$ cat src/rtl/issue_sched.sv
// Issue-stage scheduler: round-robin pick of one ready FUST entry per cycle,
// per-unit occupancy tracking, and issue blocking behind an unresolved branch.
module issue_sched #(
    parameter int NUM_FU = 5,
    parameter int BR_IDX = 2,
    parameter int CNT_W  = 16
) (
    input  logic              CLK,
    input  logic              nRST,
    input  logic [NUM_FU-1:0] req,
    input  logic [NUM_FU-1:0] fu_done,
    input  logic              freeze,
    input  logic              branch_resolved,
    input  logic              branch_miss,
    output logic [NUM_FU-1:0] grant,
    output logic              grant_valid,
    output logic [2:0]        grant_idx,
    output logic [NUM_FU-1:0] fu_busy,
    output logic              flush,
    output logic [CNT_W-1:0]  issue_cnt
);

    localparam int PTR_W = (NUM_FU > 1) ? $clog2(NUM_FU) : 1;

    typedef enum logic [1:0] {
        ISSUE,
        WAIT_BR,
        FLUSH
    } state_t;

    state_t            state;
    state_t            next_state;
    logic [PTR_W-1:0]  rr_ptr;
    logic [PTR_W-1:0]  rr_next;
    logic [NUM_FU-1:0] elig;
    logic              found;

    // Gating with nRST keeps the combinational grant quiet while reset is held.
    assign elig = req & ~fu_busy & {NUM_FU{(state == ISSUE) && !freeze && nRST}};

    // Two-pass scan: indices at or above the pointer first, then the wrapped ones.
    always_comb begin
        grant     = '0;
        grant_idx = '0;
        found     = 1'b0;
        for (int i = 0; i < NUM_FU; i++) begin
            if (!found && elig[i] && (PTR_W'(i) >= rr_ptr)) begin
                found     = 1'b1;
                grant[i]  = 1'b1;
                grant_idx = 3'(i);
            end
        end
        for (int i = 0; i < NUM_FU; i++) begin
            if (!found && elig[i] && (PTR_W'(i) < rr_ptr)) begin
                found     = 1'b1;
                grant[i]  = 1'b1;
                grant_idx = 3'(i);
            end
        end
    end

    assign grant_valid = found;

    always_comb begin
        rr_next = (grant_idx == 3'(NUM_FU - 1)) ? '0 : PTR_W'(grant_idx + 3'd1);
    end

    always_comb begin
        next_state = state;
        case (state)
            ISSUE: begin
                if (grant[BR_IDX]) begin
                    next_state = WAIT_BR;
                end
            end
            WAIT_BR: begin
                if (branch_resolved) begin
                    next_state = branch_miss ? FLUSH : ISSUE;
                end
            end
            FLUSH: begin
                next_state = ISSUE;
            end
            default: begin
                next_state = ISSUE;
            end
        endcase
    end

    // Busy units predate any in-flight branch, so a flush leaves fu_busy alone.
    always_ff @(posedge CLK or negedge nRST) begin
        if (!nRST) begin
            state     <= ISSUE;
            rr_ptr    <= '0;
            fu_busy   <= '0;
            flush     <= 1'b0;
            issue_cnt <= '0;
        end else begin
            state   <= next_state;
            flush   <= (next_state == FLUSH);
            fu_busy <= (fu_busy & ~fu_done) | grant;
            if (grant_valid) begin
                rr_ptr    <= rr_next;
                issue_cnt <= issue_cnt + CNT_W'(1);
            end
        end
    end

endmodule

$ cat config.mk
export PLATFORM = sky130hd
export DESIGN_NAME = issue_sched
export DESIGN_NICKNAME = d
export VERILOG_FILES = /design/src/rtl/issue_sched.sv
export SDC_FILE = /design/constraint.sdc
export NUM_CORES = 1
export LEC_CHECK = 0
export ABC_AREA = 1
export CELL_PAD_IN_SITES_DETAIL_PLACEMENT = 1
export CELL_PAD_IN_SITES_GLOBAL_PLACEMENT = 2
export CORE_ASPECT_RATIO = 1.75
export CORE_MARGIN = 4
export CORE_UTILIZATION = 24
export CTS_CLUSTER_SIZE = 10
export DETAILED_ROUTE_END_ITERATION = 6
export HOLD_SLACK_MARGIN = 0.1
export PLACE_DENSITY_LB_ADDON = 0.08
export RECOVER_POWER = 50
export SLEW_MARGIN = 5
export SYNTH_ARGS = -nofsm -noshare
export SYNTH_HDL_FRONTEND = slang
export SYNTH_SLANG_ARGS = --single-unit
export TNS_END_PERCENT = 50
$ cat constraint.sdc
create_clock -name CLK -period 2.3 [get_ports CLK]
set_clock_uncertainty 0.2 [all_clocks]
set_input_delay 0.23 -clock CLK [delete_from_list [all_inputs] [get_ports CLK]]
set_output_delay 0.23 -clock CLK [all_outputs]
set_load 0.02 [all_outputs]
==> flow_summary.ini <==
[yosys]
syn-num-nets = 215
synthCells = 197
ys_seq_area_share_pct = 42.4
synth_commonest_cells = nand2_1, inv_1, dfrtp_1
yosysTopAreaCell = dfrtp_1
synth_warnings = 0
yosys.area.top_type_share_pct = 42.4
ys_types = 27
postSynthAreaPerCell_um2 = 8.09
ys_seq_elements = 27
synth_area_leaders = dfrtp_1, nand2_1, inv_1
synth_most_common_cell = nand2_1
synth_area_mm2 = 0.00159
synth_ff_type = dfrtp_1
synthArstFlopShare_pct = 100
synth-edff-count = 0

[clock_network]
clock-root-buffer = clkbuf_16
cts_sinks = 27
cts_tree = yes
htree_num_levels = 1
numCtsBuffers = 3
cts.clk_slew.worst_paths_ns = 0.07
clk_latency_ns = 0.27
cts_buffer_depth = 2

[placement]
gp_congestion = 0.817
io_buffers = 45
dp_slack_ns = -0.727
dp_hpwl_um = 4150

[timing]
hold_viol_final = 0
worst_pin_slew_ns = 0.754
setup_ws_ns = -0.152
setup_tns_ns = -0.829
slew_violations = 0
rsz0062_at_grt = true
min_period_ns = 2.45
finalSetupViolCount = 9
fmax_ghz = 0.408
relSlewSlack_pct = 49.7
fin_crit_sh_pct = 107

[floorplan]
core_area_mm2 = 0.00649
die_y_um = 116
start_util_pct = 24.6
row_count = 39
die_w_um = 69.6
io_pins = 46
die_area_mm2 = 0.00806

[route]
viasPerCell = 4.41
wl_per_cell_um = 14.4
drt_iter0_drc = 48
detail-route-antenna-nets = 0
firstDrtPassIters = 4
vias = 1707
routed_wl_um = 5560
drc = 0

[grt]
grt_overflow = 0
first_global_vias = 1920
grt_max_degree = 28
grt_pass1_wl_um = 9310
antenna_found_initial = 0
grt_usage_pct = 14.6

[critical_path]
critPathKind = reg2out
arrival_ns = 2.02
cp.required_ns = 1.87
end_kind = primary output
cp-start-kind = flop
path_max_fanout = 7

[pwr]
irDropWorstVdd_mv = 0.531
internal-power_mw = 1.81
clock_power_share_pct = 13.3
combPwrFrac_pct = 62.6
seqPwrFrac_pct = 24.0
powerDensity_mw_per_mm2 = 1110
p_leak_nw = 1.36
switching_power_mw = 1.36
swShare_pct = 42.8

[finish]
layout.nets = 324
final_core_util_pct = 44.1
fillers = 766
antenna_cells = 0
area_growth_pct = 79.7
drive_gt1_share_pct = 41.0

[outcome]
status = finished with violations
failed_checks = negative setup slack

[run]
cap_violations = 0

[hold_path]
hold_class = reg2reg
==> cells by family after synthesis <==
logic type                 synth area share [%]
DFF                                        42.4
adders and majority gates                  2.36
AOI/OAI and AO/OA                          5.49
buffers and inverters                      10.4
and+or+nand+nor                            31.2
xor gates and xnor gates                   8.24
==> per-stage QoR <==
step,power (mW),cell area (um2),hold WS [ns],std cells
6_report,3.17,2870,0.305,387
5_1_grt,3.41,2870,0.321,387
4_1_cts,3.13,2780,0.311,384
3_5_place_dp,2.49,2460,0.299,363
3_3_place_gp,2.47,2460,0.293,363
2_1_floorplan,1.68,1630,-0.266,197
==> repair_timing <==
action | CTS | global route
pin swaps | 20 | 18
setup endpoints to repair | 23 | 18
buffers inserted | 16 | 6
resized for setup | 76 | 17
hold endpoints to repair | 27 | 0
gates cloned | 0 | 0
hold buffers | 2 | 0
==> sequential cells by signal, summed over array words and instances (netlist names) <==
register / flops
issue_cnt: 16
fu_busy: 5
rr_ptr: 3
state: 2
flush: 1
==> cell type report <==
type,count,area (um2),share of cell area [%]
Clock buffer,3,75.1,2.62
Tap cell,82,103,3.58
Inverter,37,145,5.07
Sequential cell,27,676,23.6
Multi-Input combinational cell,131,923,32.2
Clock inverter,1,7.51,0.262
Timing Repair Buffer,106,936,32.7
==> worst max-delay path: stages, from the launching register on <==
cell and delay, ns:
dfrtp_1 0.38, inv_2 0.06, nand2_2 0.06, nor2_4 0.12
buf_12 0.14, nand3_2 0.09, inv_2 0.08, nand2_2 0.07
nand4_4 0.12, or2_1 0.13, nand2_2 0.07, inv_2 0.07
nand2_2 0.07, nor2_4 0.10, inv_2 0.05, buf_6 0.12
==> cells in the final DEF, fill, tap and decap left out, types with 5 or more instances in the layout <==
| cell | netlist | routed |
|---|---|---|
| nand2_2 | 3 | 11 |
| nand2_1 | 46 | 35 |
| inv_1 | 35 | 25 |
| xor2_1 | 10 | 10 |
| o21ai_0 | 5 | 5 |
| nand3_1 | 14 | 10 |
| nor2_4 | 3 | 6 |
| inv_2 | 2 | 10 |
| dfrtp_1 | 27 | 27 |
| nor3_1 | 5 | 5 |
| nor2_1 | 14 | 9 |
| buf_6 | 1 | 8 |
| clkdlybuf4s50_1 | 0 | 29 |
| dlygate4sd3_1 | 0 | 6 |
| buf_4 | 0 | 56 |
==> final timing paths <==
kind	startpoint	end	slack, ns	cells after the start
worst max-delay path	state[1]	grant_idx[0]	-0.15	15
worst min-delay path	issue_cnt[14]	issue_cnt[14]	0.30	1
worst max register to register	state[1]	rr_ptr[2]	-0.11	20
worst min register to register	issue_cnt[14]	issue_cnt[14]	0.30	1
max in group asynchronous	nRST	issue_cnt[3]	0.71	4
min in group asynchronous	nRST	fu_busy[3]	0.72	4
==> layer usage <==
layer	GRT usage, %	up-vias	wire, um
met5	0	-	0
met4	5.08	0	146
met3	2.43	9	172
met2	30.2	35	3320
met1	14.3	832	1930
li1	-	831	-
==> power groups by stage <==
| stage | clock, mW | combinational [mW] | sequential, mW |
|---|---|---|---|
| after floorplan | 0 | 0.763 | 0.912 |
| after global placement | 0 | 1.70 | 0.770 |
| after detailed placement | 0 | 1.72 | 0.769 |
| after CTS | 0.437 | 1.93 | 0.766 |
| after global routing | 0.454 | 2.16 | 0.790 |
| final | 0.423 | 1.98 | 0.762 |
Note: power is estimated with default switching activity, not from simulation.
